### config.mk
export PLATFORM = sky130hd
export DESIGN_NAME = avalon_key_led_pio_flat
export DESIGN_NICKNAME = d
export VERILOG_FILES = /design/src/rtl/avalon_key_led_pio_if.sv /design/src/rtl/avalon_key_led_pio.sv /design/src/flat_wrapper.sv
export SDC_FILE = /design/constraint.sdc
export NUM_CORES = 1
export LEC_CHECK = 0
export BUFFER_PORTS_ARGS = -buffer_cell sky130_fd_sc_hd__buf_2
export CAP_MARGIN = 20
export CORE_MARGIN = 8
export CORE_UTILIZATION = 54
export CTS_BUF_LIST = sky130_fd_sc_hd__clkbuf_4 sky130_fd_sc_hd__clkbuf_8 sky130_fd_sc_hd__clkbuf_16
export DETAILED_ROUTE_END_ITERATION = 8
export PLACE_DENSITY = 0.86
export SLEW_MARGIN = 0
export SYNTH_ARGS = -nofsm -noshare
export SYNTH_HDL_FRONTEND = slang
export SYNTH_SLANG_ARGS = --single-unit
### constraint.sdc
create_clock -name clk -period 6.6 [get_ports clk]
set_input_delay 0.33 -clock clk [delete_from_list [all_inputs] [get_ports clk]]
set_output_delay 0.33 -clock clk [all_outputs]
set_load 0.005 [all_outputs]
### src/rtl/avalon_key_led_pio_if.sv
// Avalon-MM slave bus bundle for the key/LED PIO, including its level interrupt.
// Latency: none (wiring only).
// Backpressure: none; the slave never stalls, so there is no waitrequest.
interface avalon_key_led_pio_if;
  logic [2:0]  address;
  logic        read;
  logic        write;
  logic [31:0] writedata;
  logic [31:0] readdata;
  logic        irq;

  modport master (
    output address, read, write, writedata,
    input  readdata, irq
  );

  modport slave (
    input  address, read, write, writedata,
    output readdata, irq
  );
endinterface

### src/rtl/avalon_key_led_pio.sv
// Key/LED PIO: synchronised, debounced keys with edge-capture IRQ, and LEDs with set/clear plus a blink mode.
// Latency: readdata 1 cycle after read; leds_out 1 cycle after any LED register write; keys 2 sync + DEB_CYCLES.
// Backpressure: none; every read and write is accepted in the cycle it is presented.
module avalon_key_led_pio #(
  parameter int KEY_W          = 3,
  parameter int LED_W          = 26,
  parameter int KEY_ACTIVE_LOW = 1,
  parameter int DEB_CYCLES     = 50000,
  parameter int DEB_CNT_W      = 16,
  parameter int BLINK_RST      = 25000000
) (
  input  logic                 clk,
  input  logic                 reset,
  avalon_key_led_pio_if.slave  bus,
  input  logic [KEY_W-1:0]     keys_in,
  output logic [LED_W-1:0]     leds_out
);

  // Raw pin level that means "not pressed"; the sync flops come out of reset there so no phantom press occurs.
  localparam logic [KEY_W-1:0]     LP_KEY_REL = (KEY_ACTIVE_LOW != 0) ? {KEY_W{1'b1}} : {KEY_W{1'b0}};
  localparam logic [DEB_CNT_W-1:0] LP_DEB_MAX = DEB_CNT_W'(DEB_CYCLES - 1);

  logic [KEY_W-1:0]     r_sync1;
  logic [KEY_W-1:0]     r_sync2;
  logic [KEY_W-1:0]     w_synced;
  logic [KEY_W-1:0]     r_key_data;
  logic [DEB_CNT_W-1:0] r_deb_cnt [KEY_W];
  logic [KEY_W-1:0]     w_deb_rise;
  logic [KEY_W-1:0]     r_key_edge;
  logic [KEY_W-1:0]     w_edge_clr;
  logic [KEY_W-1:0]     r_irq_mask;
  logic [LED_W-1:0]     r_led_data;
  logic [LED_W-1:0]     r_blink_mask;
  logic [31:0]          r_blink_div;
  logic [31:0]          r_blink_cnt;
  logic                 r_phase;
  logic [31:0]          w_rd_mux;
  logic [31:0]          r_readdata;
  logic                 w_wr_div;

  // Two-flop synchroniser on the raw pins.
  always_ff @(posedge clk or posedge reset) begin
    if (reset) begin
      r_sync1 <= LP_KEY_REL;
      r_sync2 <= LP_KEY_REL;
    end else begin
      r_sync1 <= keys_in;
      r_sync2 <= r_sync1;
    end
  end

  // Everything downstream of the synchroniser sees pressed = 1.
  assign w_synced = (KEY_ACTIVE_LOW != 0) ? ~r_sync2 : r_sync2;

  // A key is accepted as newly pressed on the cycle its debounce counter expires with the synced level high.
  always_comb begin
    w_deb_rise = '0;
    for (int i = 0; i < KEY_W; i++) begin
      w_deb_rise[i] = w_synced[i] & ~r_key_data[i] & (r_deb_cnt[i] == LP_DEB_MAX);
    end
  end

  // Per-key debounce: count consecutive disagreeing cycles, adopt the synced level after DEB_CYCLES of them.
  always_ff @(posedge clk or posedge reset) begin
    if (reset) begin
      r_key_data <= '0;
      for (int i = 0; i < KEY_W; i++) begin
        r_deb_cnt[i] <= '0;
      end
    end else begin
      for (int i = 0; i < KEY_W; i++) begin
        if (w_synced[i] == r_key_data[i]) begin
          r_deb_cnt[i] <= '0;
        end else if (r_deb_cnt[i] == LP_DEB_MAX) begin
          r_key_data[i] <= w_synced[i];
          r_deb_cnt[i]  <= '0;
        end else begin
          r_deb_cnt[i] <= r_deb_cnt[i] + DEB_CNT_W'(1);
        end
      end
    end
  end

  assign w_edge_clr = (bus.write && bus.address == 3'd1) ? bus.writedata[KEY_W-1:0] : '0;
  assign w_wr_div   = bus.write && bus.address == 3'd7;

  // Edge capture; a new press beats a simultaneous write-1-to-clear so no press is ever lost.
  always_ff @(posedge clk or posedge reset) begin
    if (reset) begin
      r_key_edge <= '0;
    end else begin
      r_key_edge <= (r_key_edge & ~w_edge_clr) | w_deb_rise;
    end
  end

  // Plain RW/WO control registers; write data is truncated to each register's width.
  always_ff @(posedge clk or posedge reset) begin
    if (reset) begin
      r_irq_mask   <= '0;
      r_led_data   <= '0;
      r_blink_mask <= '0;
      r_blink_div  <= 32'(BLINK_RST);
    end else if (bus.write) begin
      case (bus.address)
        3'd2:    r_irq_mask   <= bus.writedata[KEY_W-1:0];
        3'd3:    r_led_data   <= bus.writedata[LED_W-1:0];
        3'd4:    r_led_data   <= r_led_data | bus.writedata[LED_W-1:0];
        3'd5:    r_led_data   <= r_led_data & ~bus.writedata[LED_W-1:0];
        3'd6:    r_blink_mask <= bus.writedata[LED_W-1:0];
        3'd7:    r_blink_div  <= bus.writedata;
        default: ;
      endcase
    end
  end

  // Blink timebase: down-counter reloads from BLINK_DIV and toggles the phase at zero; a divider of 0 parks it.
  always_ff @(posedge clk or posedge reset) begin
    if (reset) begin
      r_blink_cnt <= '0;
      r_phase     <= 1'b0;
    end else if (w_wr_div) begin
      r_blink_cnt <= bus.writedata;
      r_phase     <= 1'b0;
    end else if (r_blink_div == 32'd0) begin
      r_blink_cnt <= '0;
      r_phase     <= 1'b0;
    end else if (r_blink_cnt == 32'd0) begin
      r_blink_cnt <= r_blink_div;
      r_phase     <= ~r_phase;
    end else begin
      r_blink_cnt <= r_blink_cnt - 32'd1;
    end
  end

  // Registered LED drive with the blink phase XORed into the masked bits.
  always_ff @(posedge clk or posedge reset) begin
    if (reset) begin
      leds_out <= '0;
    end else begin
      leds_out <= r_led_data ^ (r_blink_mask & {LED_W{r_phase}});
    end
  end

  // Read mux over current register contents, so a same-cycle write returns the pre-write value.
  always_comb begin
    w_rd_mux = '0;
    case (bus.address)
      3'd0:    w_rd_mux[KEY_W-1:0] = r_key_data;
      3'd1:    w_rd_mux[KEY_W-1:0] = r_key_edge;
      3'd2:    w_rd_mux[KEY_W-1:0] = r_irq_mask;
      3'd3:    w_rd_mux[LED_W-1:0] = r_led_data;
      3'd6:    w_rd_mux[LED_W-1:0] = r_blink_mask;
      3'd7:    w_rd_mux            = r_blink_div;
      default: w_rd_mux            = '0;
    endcase
  end

  // Read data register; returns 0 on idle cycles.
  always_ff @(posedge clk or posedge reset) begin
    if (reset) begin
      r_readdata <= '0;
    end else begin
      r_readdata <= bus.read ? w_rd_mux : 32'd0;
    end
  end

  assign bus.readdata = r_readdata;
  assign bus.irq      = |(r_key_edge & r_irq_mask);

endmodule

### src/flat_wrapper.sv
// flat-port wrapper written by rule: the top's interface ports become plain ports
module avalon_key_led_pio_flat 
#(
  parameter int KEY_W          = 3,
  parameter int LED_W          = 26,
  parameter int KEY_ACTIVE_LOW = 1,
  parameter int DEB_CYCLES     = 50000,
  parameter int DEB_CNT_W      = 16,
  parameter int BLINK_RST      = 25000000
)
  (clk, reset, keys_in, leds_out, bus_address, bus_read, bus_write, bus_writedata, bus_readdata, bus_irq);
  avalon_key_led_pio_if bus_i ();
  input  logic clk;
  input  logic reset;
  input  logic [KEY_W-1:0] keys_in;
  output logic [LED_W-1:0] leds_out;
  input wire logic [$bits(bus_i.address)-1:0] bus_address;
  input wire logic [$bits(bus_i.read)-1:0] bus_read;
  input wire logic [$bits(bus_i.write)-1:0] bus_write;
  input wire logic [$bits(bus_i.writedata)-1:0] bus_writedata;
  output wire logic [$bits(bus_i.readdata)-1:0] bus_readdata;
  output wire logic [$bits(bus_i.irq)-1:0] bus_irq;
  assign bus_i.address = bus_address;
  assign bus_i.read = bus_read;
  assign bus_i.write = bus_write;
  assign bus_i.writedata = bus_writedata;
  assign bus_readdata = bus_i.readdata;
  assign bus_irq = bus_i.irq;
  avalon_key_led_pio #(.KEY_W(KEY_W), .LED_W(LED_W), .KEY_ACTIVE_LOW(KEY_ACTIVE_LOW), .DEB_CYCLES(DEB_CYCLES), .DEB_CNT_W(DEB_CNT_W), .BLINK_RST(BLINK_RST)) u_core (.clk(clk), .reset(reset), .bus(bus_i), .keys_in(keys_in), .leds_out(leds_out));
endmodule
# After elaboration in Yosys (flattened, before gate mapping)

Cells that the tools add are included.

Memories kept: 0
Bits in read-only memories: 0
Output and inout bits: 59
Register bits after elaboration: 238
Bits in latches: 0
Bits in writable memories: 0

$lt $le $gt $ge: 0
Bitwise gates (word level): 23
Muxes and demuxes: 18
Div/mod/pow operators: 0
Shift operators: 0
$mul: 0
Reductions and logical operators: 15
Add/subtract/negate cells: 4
Equality and inequality tests: 13

Operator list:

| cell                                                                  | number |
|---|---|
| 32-bit two-way mux                                                    | 4 |
| 16-bit two-way mux                                                    | 6 |
| 26-bit case mux with 3 select lines                                   | 1 |
| 23-bit case mux with 3 select lines                                   | 1 |
| 32-bit logical NOT                                                    | 2 |
| 26-bit AND                                                            | 2 |
| 16-bit by 1-bit adder with 16-bit output (second input constant)      | 3 |
| 16-bit == test (second input constant)                                | 3 |
| 32-bit by 1-bit subtractor with 32-bit output (second input constant) | 1 |
| 26-bit inverter                                                       | 1 |
| 26-bit OR                                                             | 1 |
| 26-bit XOR                                                            | 1 |
| 3-bit case mux with 6 select lines                                    | 1 |
| 2-bit AND reduction                                                   | 7 |
| 3-bit == test (second input constant)                                 | 4 |
| 1-bit inverter                                                        | 7 |
| 1-bit AND                                                             | 6 |
| 3-bit AND                                                             | 2 |
| 3-bit by 2-bit == test with 1-bit output (second input constant)      | 2 |
| 6-bit two-way mux                                                     | 1 |
| 3-bit inverter                                                        | 2 |
| 3-bit nonzero test                                                    | 2 |
| 1-bit == test                                                         | 3 |
| 3-bit by 1-bit == test with 1-bit output (second input constant)      | 1 |
| other kinds (6)                                                       | 9 |

# Longest topological paths before layout

Gate-level depths: netlist (run 1).

Depth after elaboration: 6
Mapped depth: 9
Depth with buffers taken out: 7

# Worst setup path after synthesis (run 1)

Ideal clock, no wire load.

Path kind: reg-to-reg
From: reg u_core.r_blink_cnt[18]
To: reg u_core.r_blink_cnt[14]
Buffers on the path: 3
Cell stages (with the launch flop): 10
Period minus slack after synthesis: 2241 ps
Slack: 4359 ps
Arrival time: 2126 ps
Path through: dfrtp_1 -> or4_4 -> or3_1 -> buf_6 -> nor4_4 -> and2_4 -> buf_6 -> buf_12 -> nand3_1 -> o311ai_0

Cells in the longest elaborated chain, start to end: 4

Ends and longest elaborated chain:

| item                     | RTL line                  | text |
|---|---|---|
| start: declaration       | avalon_key_led_pio.sv:35  | `logic [31:0] r_blink_cnt;` |
| start signal: assignment | avalon_key_led_pio.sv:122 | `r_blink_cnt <= bus.writedata;` |
| start signal: assignment | avalon_key_led_pio.sv:128 | `r_blink_cnt <= r_blink_div;` |
| start signal: assignment | avalon_key_led_pio.sv:131 | `r_blink_cnt <= r_blink_cnt - 32'd1;` |
| 32-bit logical NOT       | avalon_key_led_pio.sv:127 | `end else if (r_blink_cnt == 32'd0) begin` |
| 32-bit two-way mux       | avalon_key_led_pio.sv:127 |  |
| 32-bit two-way mux       | avalon_key_led_pio.sv:124 | `end else if (r_blink_div == 32'd0) begin` |
| 32-bit two-way mux       | avalon_key_led_pio.sv:121 | `end else if (w_wr_div) begin` |

No other way between the ends.
A chain may end at the register's enable or synchronous reset.

# Worst setup path in the final report (run 1)

From: reg u_core.r_blink_cnt[18]
To: reg u_core.r_blink_cnt[24]

Cells in the longest elaborated chain, start to end: 4
Elaborated cells on any way between the ends: 5
Classes of those cells: add/sub (1); mux (3); reduce/logical (1)

Ends and longest elaborated chain:

| item                                                                                | RTL line |
|---|---|
| 32-bit by 1-bit subtractor with 32-bit output or 32-bit logical NOT (tied branches) | avalon_key_led_pio.sv:131, avalon_key_led_pio.sv:127 |
| 32-bit two-way mux (*)                                                              | avalon_key_led_pio.sv:127 |
| 32-bit two-way mux (*)                                                              | avalon_key_led_pio.sv:124 |
| 32-bit two-way mux (*)                                                              | avalon_key_led_pio.sv:121 |

Mark *: on every way between the ends. The rest lies on a longest branch, timed or not.

==> results by group, run 1 <==
Cells and area
  • Commonest non-fill, non-tap cells in the layout: dfrtp_1 (220), nand2_1 (179), nor2_1 (126)
  • FILL cells: 1592
  • Final core occ: 63.0%
  • Number of nets in the layout: about 1.2k
  • Multi-input combinational cell area: 4770 µm²
  • Storage cell area: approximately 6000 µm²
  • Commonest non-fill, non-tap cell in the layout: dfrtp_1
  • Share of cells above drive strength 1: 20.3%
  • Area grow syn2layout: 14.8%
  • Layout Cells excl Fill: between 1k and 1.5k

Worst setup path
  • Cell mode on critical path: nand2_1
  • Reg-to-reg startpoint: u_core.r_blink_cnt[18]$_DFF_PP0_
  • Flop2flop setup slack: 3.80 ns
  • Critical Path RT: 6.98 ns
  • Worst-case reg-to-reg path depth: 6
  • WP data arrival: 3.17 ns
  • CP max FO: 16
  • CP top delay family: simple AND/OR/NAND/NOR gates
  • Worst r2r dst: u_core.r_blink_cnt[24]$_DFF_PP0_
  • Buf/Inv on CP: 0
  • Worst path max stage delay: 0.57 ns
  • Worst setup path class: flop to flop
  • Crit end category: flop
  • Slowest cell on the critical path: or4_4
  • Crit. Startpoint: u_core.r_blink_cnt[18]$_DFF_PP0_
  • Setup crit start kind: flop
  • Crit-path cells: or4_4, or3_1, nor4_4, nand2_1, nand2_1, o221ai_1

Global routing
  • Tot GR Track Use: 21.2%
  • Global-route wire length before repair: 45.0 mm
  • Largest net degree at the start of global routing: 159
  • Antenna violations before repair: 1
  • Vias in the first global route: 8901
  • Gr ovfl total: 0

Timing
  • Final Cycle Share: 42.4%
  • Worst Tran Pin Value: 1.15 ns
  • FMAX: 357 MHz
  • Hold WS: 0.0413 ns
  • Clk_skew: 0.0161 ns
  • Fin worst setup slack: approximately 3.8 ns
  • Endpoints failing setup: 0
  • Relative slew slack: 23.4%
  • Max-slew violations: 0
  • Setup_tns: 0 ns
  • Unrepaired setup endpoints after global routing: false
  • Fin crit period: between 2 and 3 ns
  • Hold Fails Final Rpt: 0

Yosys
  • Syn Nets: 1149
  • Area leader, netlist: dfrtp_1
  • Seq/Total Area, Yosys: 54.0%
  • Post-synthesis async set-or-reset flop share: 100%
  • Post-synth EDFFs: 0
  • Synthesized area: 11100 µm²
  • Flops & latches, synth: between 200 and 250
  • Distinct cells, synth: 54
  • Share of the synthesized area in the top cell type: roughly 50%
  • Synth warn: 0
  • Gate Count Post-Synth: about 1.1k
  • Syn avg cell area: between 10 and 15 µm²
  • Synth area leaders: dfrtp_1 (50%), nand2_1 (6.1%), mux2_2 (5.3%)
  • Main flop type after synthesis: dfrtp_1

Clocking
  • Total clock sinks: between 200 and 250
  • Post-CTS Resized: 0
  • Clock Pin Slew Worst Setup and Hold Paths: about 0.06 ns
  • Inserted Clock Buffers: 25
  • H-tree Lvls: 1
  • Worst-Skew Late Latency: 0.53 ns
  • Post-CTS Setup Bufs: 0
  • Root buffer cell: clkbuf_16
  • Max clock buf depth: 3
  • CTS tree: built

Placement
  • Dpl cells: 1426
  • GPL Wtd Cong: 0.878
  • Post-DP HPWL: 17.8 mm
  • Buffers added on ports: 100
  • Pre-CTS setup slack: 3.83 ns

Power and ir drop
  • Combinational power share: between 15 and 20%
  • Sw Share: 27.6%
  • Clk pwr share: 36.8%
  • Leakage: 5.80 nW
  • Max VDD drop: 0.265 mV
  • Reg power frac: 47.6%
  • P per Cell Area: between 300 and 400 nW/µm²
  • Pint: 0.00284 W
  • P_sw: 0.00108 W

Floorplanning
  • Total Die Area: 25300 µm²
  • Io pins: 101
  • Row Count: 52
  • Initial core utilization: 54.8%
  • Core area: 20200 µm²
  • Die span in y: around 160 µm
  • Width of the die: 159 µm

Drt
  • Via count: 8679
  • Post-Route WL: 26.9 mm
  • ANT nets after route: 0
  • Drt via density: 5.87
  • DRT Pass-1 Iters: 7
  • Mean routed wirelength per cell: 18.2 µm
  • Drt drc: 0
  • Initial DRC count: 732

Worst hold path
  • Min-Delay Endpoint: u_core.r_blink_div[29]$_DFFE_PP0P_
  • Hold depth: 3
  • Hold Startpoint: bus_writedata[29]
  • Hold Path Class: primary input to flop

Status
  • Status: completed

Job
  • Max-cap violations: 0
worst reg2reg max path, delay by kind of cell (launching register included):
kind	cells	cell delay [ns]
simple gates	5	2.06
flops	1	0.43
compound gates	1	0.16
state kept, by name, summed over array words and instances (netlist names):
register / count
u_core.r_phase: 1
u_core.r_sync2: 3
u_core.r_irq_mask: 3
u_core.leds_out: 26
u_core.r_key_data: 3
u_core.r_sync1: 3
u_core.r_blink_mask: 26
u_core.r_blink_cnt: 32
u_core.r_key_edge: 3
u_core.bus.readdata: 32
u_core.r_deb_cnt: 48
u_core.r_blink_div: 32
u_core.r_led_data: 26
metal layers:
metal | track usage, % | vias up | routed length, µm
met4 | 6.95 | 2 | 708
met2 | 36.8 | 368 | 13400
met5 | 0 | - | 13
met3 | 4.63 | 71 | 1950
li1 | - | 3981 | -
met1 | 25.7 | 4257 | 10900
per-stage QoR:
| stage | instance area, µm² | power (W) |
|---|---|---|
| 3_5_place_dp | 11800 | 0.00248 |
| 6_report | 12700 | 0.00392 |
| 2_1_floorplan | 11100 | 0.00227 |
| 5_1_grt | 12700 | 0.00410 |
| 3_3_place_gp | 11800 | 0.00244 |
| 4_1_cts | 12700 | 0.00394 |
layout make-up:
type	count	share of cell area, %
flip-flops and latches	238	47.1
multi-input cells	785	37.5
clock buffers	37	6.03
repair buffers	117	5.18
well taps	270	2.66
clock inverters	9	0.818
inverters	21	0.650
diodes	2	0.0394
Yosys cell counts, drive strengths merged (2+ instances only):
cell type and count:
inv 21, buf 11, nor2 126, o22ai 2, xnor2 57, mux2i 8, a211oi 26, o21ai 45
clkbuf 44, and4 2, or3 5, dfrtp 220, nand3 45, nor4b 5, nor2b 3, and3 10
dfstp 18, nor4 20, or2 6, nand2b 3, o21a 2, nor3 16, mux4 2, a22oi 24
and2 11, nand2 180, mux2 52, xor2 35, nand4 12, or4 5, o311ai 6, o221ai 2
ha 8, a21oi 37, o211ai 14, o31ai 8
cells by family (layout without fill, tap and decap cells):
family | count (synthesis) | count (layout) | share of synthesized area (%)
other | 0 | 2 | 0
AOI/OAI and AO/OA | 170 | 170 | 9.80
buffers and inverters | 76 | 184 | 2.90
adders and majority gates | 8 | 8 | 0.905
xor gates and xnor gates | 92 | 92 | 7.28
DFF | 238 | 238 | 54.0
and+or+nand+nor | 453 | 453 | 18.7
muxes | 62 | 62 | 6.42
worst max path at each step:
stage	depth (start not counted)	slack [ns]	endpoint
floorplan	1	3.16	u_core.bus.readdata[0]$_DFF_PP0_
global placement	6	3.94	u_core.r_led_data[9]$_DFFE_PP0P_
detailed placement	6	3.83	u_core.r_led_data[2]$_DFFE_PP0P_
CTS	6	3.88	u_core.r_blink_cnt[24]$_DFF_PP0_
global route	6	3.72	u_core.r_blink_cnt[27]$_DFF_PP0_
finish	6	3.80	u_core.r_blink_cnt[24]$_DFF_PP0_
power groups by stage:
| stage | Clock (W) | Combinational (W) | Sequential, W |
|---|---|---|---|
| 4_1_cts | 0.00147 | 0.000612 | 0.00186 |
| 3_3_place_gp | 0 | 0.000572 | 0.00187 |
| 5_1_grt | 0.00153 | 0.000679 | 0.00189 |
| 6_report | 0.00144 | 0.000610 | 0.00187 |
| 3_5_place_dp | 0 | 0.000599 | 0.00188 |
| 2_1_floorplan | 0 | 0.000440 | 0.00183 |
timing repair:
item | CTS | global route
endpoints found under the setup margin | 0 | 0
endpoints found under the hold margin | 21 | 0
hold buffers | 4 | 0
Power figures use the tool's default switching activity.
==> run 2, diff against run 1 <==
--- a/config.mk
+++ b/config.mk
@@ -8,10 +8,10 @@
 export BUFFER_PORTS_ARGS = -buffer_cell sky130_fd_sc_hd__buf_2
 export CAP_MARGIN = 20
 export CORE_MARGIN = 8
-export CORE_UTILIZATION = 54
+export CORE_UTILIZATION = 60
 export CTS_BUF_LIST = sky130_fd_sc_hd__clkbuf_4 sky130_fd_sc_hd__clkbuf_8 sky130_fd_sc_hd__clkbuf_16
 export DETAILED_ROUTE_END_ITERATION = 8
-export PLACE_DENSITY = 0.86
+export PLACE_DENSITY = 0.9
 export SLEW_MARGIN = 0
 export SYNTH_ARGS = -nofsm -noshare
 export SYNTH_HDL_FRONTEND = slang
==> constraint.sdc (replaced) <==
create_clock -name clk -period 2.7 [get_ports clk]
set_input_delay 0.135 -clock clk [delete_from_list [all_inputs] [get_ports clk]]
set_output_delay 0.135 -clock clk [all_outputs]
set_load 0.005 [all_outputs]
==> run 2 against run 1 <==
Worst setup slack worse by 3.6 ns. Count of clock-buffer cells in the layout stayed put. Sequential share of layout area shrank 1.1 points. Critical path depth stayed put. Combinational power increased to 2.5 times the previous value. Register-to-register slack lost 3.6 ns. First-iteration DRC count grew 8.2%. Core utilization rose by 9.2 points. Total power grew 140%. Sequential power grew 140%. Via count increased by 2.8%. Clock skew decreased by 0.0055 ns.
==> results by group, run 2 (same netlist as run 1, synthesis figures left out) <==
Global routing
  • Gr ovfl total: 0
  • Antenna violations before repair: 0
  • Vias in the first global route: 9286
  • Tot GR Track Use: 24.8%
  • Largest net degree at the start of global routing: between 100 and 150
  • Global-route wire length before repair: 46.2 mm

Floorplanning
  • Core area: 18000 µm²
  • Initial core utilization: 61.4%
  • Io pins: 101
  • Total Die Area: 23000 µm²
  • Die span in y: 152 µm
  • Width of the die: 152 µm
  • Row Count: 49

Cells and area
  • Layout Cells excl Fill: 1477
  • Share of cells above drive strength 1: 20.1%
  • Fin area: 13000 µm²
  • Largest Register: u_core.r_deb_cnt
  • Number of nets in the layout: between 1k and 1.5k
  • Area grow syn2layout: 17.5%
  • Max reg flops: 48
  • Commonest non-fill, non-tap cell in the layout: dfrtp_1
  • FILL cells: between 1k and 1.5k
  • Commonest non-fill, non-tap cells in the layout: dfrtp_1 (220), nand2_1 (179), nor2_1 (126)

Power and ir drop
  • Leakage: about 6.0 nW
  • Max VDD drop: around 0.62 mV
  • P per Cell Area: 736 nW/µm²
  • Total power: around 0.0096 W

Clocking
  • Clock Pin Slew Worst Setup and Hold Paths: 0.06 ns
  • H-tree Lvls: 1
  • Max clock buf depth: 3
  • Root buffer cell: clkbuf_16
  • CTS tree: built
  • Total clock sinks: ~240
  • Worst-Skew Late Latency: 0.51 ns
  • Inserted Clock Buffers: 24

Drt
  • Drt via density: 6.04
  • Post-Route WL: 28.3 mm
  • ANT nets after route: 0
  • Drt drc: 0
  • Mean routed wirelength per cell: 19.1 µm
  • Initial DRC count: 792
  • Via count: 8918
  • DRT Pass-1 Iters: 6

Worst hold path
  • Hold Path Class: primary input to flop
  • Hold depth: 4
  • Min-Delay Endpoint: u_core.r_led_data[2]$_DFFE_PP0P_
  • Hold Startpoint: bus_write

Timing
  • Hold Fails Final Rpt: 0
  • Endpoints failing setup: 0
  • Clk_skew: 0.0107 ns
  • Final Cycle Share: 93.3%
  • FMAX: 397 MHz
  • Relative slew slack: 39.6%
  • Unrepaired setup endpoints after global routing: false
  • Fin crit period: 2.52 ns
  • Max-slew violations: 0
  • Worst Tran Pin Value: between 0.9 and 1 ns

Status
  • Status: completed

Placement
  • Post-DP HPWL: approximately 18 mm
  • Placed instance area: approximately 12000 µm²
  • Buffers added on ports: 100
  • GPL Wtd Cong: 0.907
  • Dpl cells: 1395

Worst setup path
  • Critical Path RT: 3.08 ns
  • WP data arrival: 2.90 ns
  • CP max FO: 14
  • Worst setup path class: flop to flop
  • Setup crit start kind: flop
  • Crit end category: flop
  • Crit. Startpoint: u_core.r_blink_cnt[18]$_DFF_PP0_
  • Flop2flop setup slack: 0.18 ns
  • Worst-case reg-to-reg path depth: 6
  • Worst r2r dst: u_core.r_blink_cnt[25]$_DFF_PP0_
  • Reg-to-reg startpoint: u_core.r_blink_cnt[18]$_DFF_PP0_

Job
  • Max-cap violations: 0
[run 2: per-stage QoR]
| step | utilization (%) | setup slack, ns | TNS [ns] | hold WS (ns) |
|---|---|---|---|---|
| 2_1_floorplan | - | -0.540 | -118.83 | 0.139 |
| 5_1_grt | 72.1 | 0.109 | 0 | 0.152 |
| 3_3_place_gp | 65.4 | 0.291 | 0 | 0.240 |
| 3_5_place_dp | 65.4 | 0.208 | 0 | 0.241 |
| 6_report | 72.1 | 0.180 | 0 | 0.135 |
| 4_1_cts | 72.1 | 0.196 | 0 | 0.120 |
[run 2: cell type report]
class | instances | area, µm² | share of cell area (%)
antenna | 1 | 2.50 | 0.0192
clock buffer | 37 | 747 | 5.75
clock inverter | 6 | 80.1 | 0.616
inverter | 21 | 82.6 | 0.635
multi-input combinational | 785 | 4770 | 36.7
sequential | 238 | 5980 | 46.0
tap | 229 | 287 | 2.20
timing repair buffer | 160 | 1060 | 8.14
[run 2: power by group]
group | total [W] | switching, W | internal (W)
logic | 0.00155 | 0.000821 | 0.000729
clock network | 0.00345 | 0.00136 | 0.00209
registers | 0.00457 | 0.000479 | 0.00409
total | 0.00957 | 0.00266 | 0.00691
[run 2: worst max path at each step]
stage	end	slack, ns	cells past startpoint
floorplan	u_core.bus.readdata[0]$_DFF_PP0_	-0.54	1
global placement	u_core.r_blink_cnt[3]$_DFF_PP0_	0.29	6
detailed placement	u_core.r_blink_cnt[3]$_DFF_PP0_	0.21	6
CTS	u_core.r_blink_cnt[25]$_DFF_PP0_	0.20	6
global route	u_core.r_blink_cnt[25]$_DFF_PP0_	0.11	6
finish	u_core.r_blink_cnt[25]$_DFF_PP0_	0.18	6
[run 2: worst max-delay path: stages (launching register included)]
cell	delay, ns
dfrtp_1	0.43
or4_4	0.57
or3_1	0.46
nor3_2	0.24
nand2_2	0.28
mux2i_1	0.28
o21ai_0	0.12
[run 2: per-layer routing]
metal | vias to the layer above | track usage, % | wire, µm
met5 | - | 0 | 0
li1 | 4064 | - | -
met1 | 4388 | 30.4 | 11100
met4 | 0 | 9.41 | 802
met2 | 387 | 43.5 | 14500
met3 | 79 | 3.62 | 1850
[run 2: what timing repair did]
action,CTS,global route
buffers inserted,0,0
hold buffers,38,0
resized for setup,0,0
hold endpoints to repair,288,0
==> run 3, diff against run 2 <==
--- a/config.mk
+++ b/config.mk
@@ -12,6 +12,7 @@
 export CTS_BUF_LIST = sky130_fd_sc_hd__clkbuf_4 sky130_fd_sc_hd__clkbuf_8 sky130_fd_sc_hd__clkbuf_16
 export DETAILED_ROUTE_END_ITERATION = 8
 export PLACE_DENSITY = 0.9
+export SETUP_SLACK_MARGIN = 0.3
 export SLEW_MARGIN = 0
 export SYNTH_ARGS = -nofsm -noshare
 export SYNTH_HDL_FRONTEND = slang
==> run 3 against run 2 <==
Clock power hardly changed. Register-to-register slack better by 0.15 ns. Worst setup slack gained 0.15 ns. Wire length up 1.8%. First-iteration DRC count grew 9.5%. Die area did not move. Via count increased by 0.62%. Cell area is 0.70% higher. Sequential cell count stayed put. Sequential power about the same. Total power increased by 0.85%. Critical path type unchanged. Largest cell class unchanged.
==> results by group, run 3 (same netlist as run 1, synthesis figures left out) <==
Worst setup path
  • Crit end category: flop
  • CP max FO: 10
  • Worst setup path class: flop to flop
  • Critical Path RT: roughly 3.1 ns
  • Flop2flop setup slack: 0.33 ns
  • Worst-case reg-to-reg path depth: 7
  • Setup crit start kind: flop
  • WP data arrival: 2.74 ns
  • Worst r2r dst: u_core.r_blink_cnt[4]$_DFF_PP0_
  • Reg-to-reg startpoint: u_core.r_blink_cnt[27]$_DFF_PP0_

Timing
  • FMAX: 422 MHz
  • Final Cycle Share: 87.8%
  • Max-slew violations: 0
  • Fin worst setup slack: 0.328 ns
  • Unrepaired setup endpoints after global routing: true
  • Hold Fails Final Rpt: 0
  • Worst Tran Pin Value: 0.897 ns
  • Relative slew slack: between 40 and 50%
  • Endpoints failing setup: 0
  • Fin crit period: 2.37 ns
  • Clk_skew: 0.0104 ns
  • Setup_tns: 0 ns

Placement
  • GPL Wtd Cong: between 0.9 and 1
  • Buffers added on ports: 100
  • Pre-CTS setup slack: 0.208 ns
  • Post-DP HPWL: around 18 mm

Floorplanning
  • Width of the die: between 150 and 200 µm
  • Core area: 18000 µm²
  • Initial core utilization: 61.4%
  • Die span in y: 152 µm
  • Total Die Area: 23000 µm²
  • Row Count: 49
  • Io pins: 101

Global routing
  • Gr ovfl total: 0
  • Antenna violations before repair: 0
  • Vias in the first global route: 9337
  • Tot GR Track Use: between 20% and 30%
  • Global-route wire length before repair: around 46 mm
  • Largest net degree at the start of global routing: 120

Worst hold path
  • Hold Startpoint: bus_write
  • Min-Delay Endpoint: u_core.r_led_data[2]$_DFFE_PP0P_
  • Hold Path Class: primary input to flop
  • Hold depth: 4

Clocking
  • Total clock sinks: 238
  • CTS tree: built
  • Clock Pin Slew Worst Setup and Hold Paths: roughly 0.06 ns
  • Root buffer cell: clkbuf_16
  • Max clock buf depth: 3
  • Inserted Clock Buffers: 24
  • Worst-Skew Late Latency: 0.52 ns
  • H-tree Lvls: 1

Drt
  • ANT nets after route: 0
  • DRT Pass-1 Iters: 6
  • Post-Route WL: 28.8 mm
  • Initial DRC count: 867
  • Via count: ~9k
  • Drt via density: 6.05
  • Mean routed wirelength per cell: a little under 20 µm
  • Drt drc: 0

Power and ir drop
  • P per Cell Area: 737 nW/µm²
  • Leakage: 6.03 nW
  • Max VDD drop: 0.621 mV
  • Total power: between 0.009 and 0.01 W

Job
  • Max-cap violations: 0

Cells and area
  • Max reg flops: 48
  • Commonest non-fill, non-tap cell in the layout: dfrtp_1
  • Commonest non-fill, non-tap cells in the layout: dfrtp_1 (220), nand2_1 (178), nor2_1 (125)
  • Area grow syn2layout: 18.4%
  • Share of cells above drive strength 1: 21.0%
  • Number of nets in the layout: 1285
  • Final core occ: 72.6%
  • Largest Register: u_core.r_deb_cnt

Status
  • Status: completed
## run 3: cell types whose count changed in the layout (fill, tap and decap cells not counted), sizes merged
cell / change
and2: +1
nand2: +1
buf: +3
## run 3: how the worst max path moves through the flow
stage,slack (ns),startpoint,cells after the start,endpoint
global route,0.28,u_core.r_blink_cnt[19]$_DFF_PP0_,6,u_core.r_blink_cnt[4]$_DFF_PP0_
floorplan,-0.54,reset,1,u_core.bus.readdata[0]$_DFF_PP0_
global placement,0.29,u_core.r_blink_cnt[18]$_DFF_PP0_,6,u_core.r_blink_cnt[3]$_DFF_PP0_
finish,0.33,u_core.r_blink_cnt[27]$_DFF_PP0_,7,u_core.r_blink_cnt[4]$_DFF_PP0_
CTS,0.33,u_core.r_blink_cnt[27]$_DFF_PP0_,6,u_core.r_blink_cnt[4]$_DFF_PP0_
detailed placement,0.21,u_core.r_blink_cnt[18]$_DFF_PP0_,6,u_core.r_blink_cnt[3]$_DFF_PP0_
## run 3: critical path, cell delays in order (launching register included)
cell and delay, ns:
dfrtp_1 0.40, or4_4 0.57, or3_4 0.38, nor3_4 0.22, buf_12 0.15, and2_4 0.23, nand3_1 0.12, o311ai_0 0.16
## run 3: what timing repair did
action / CTS / global route
cloned: 1 / 1
endpoints found under the hold margin: 288 / 0
buffers inserted: 0 / 3
setup endpoints to repair: 13 / 28
pin swaps: 0 / 2
resized for setup: 3 / 7
hold buffers: 38 / 0
## run 3: routing by layer
| layer | up-vias | GRT usage [%] | routed length (µm) |
|---|---|---|---|
| met5 | - | 0 | 0 |
| met4 | 0 | 9.65 | 844 |
| met3 | 85 | 3.68 | 1870 |
| met2 | 387 | 43.7 | 14800 |
| met1 | 4427 | 30.6 | 11300 |
| li1 | 4074 | - | - |
## run 3: through the flow
step	hold WS, ns	area, µm²	cells
2_1_floorplan	0.139	11100	1099
3_3_place_gp	0.240	11800	1395
3_5_place_dp	0.241	11800	1395
4_1_cts	0.120	13000	1477
5_1_grt	0.152	13100	1481
6_report	0.135	13100	1482
## run 3: report_power, final
part / switching, W / internal (W)
clock: 0.00136 / 0.00209
sequential: 0.000487 / 0.00409
combinational: 0.000849 / 0.000771
total: 0.00270 / 0.00696
## run 3: area by class of cell
cell class                      count  area, µm²
Antenna cell                        1       2.50
Clock buffer                       37        747
Clock inverter                      6       80.1
Fill cell                        1216       4930
Inverter                           21       82.6
Multi-Input combinational cell    787       4820
Sequential cell                   238       5980
Tap cell                          229        287
Timing Repair Buffer              163       1090
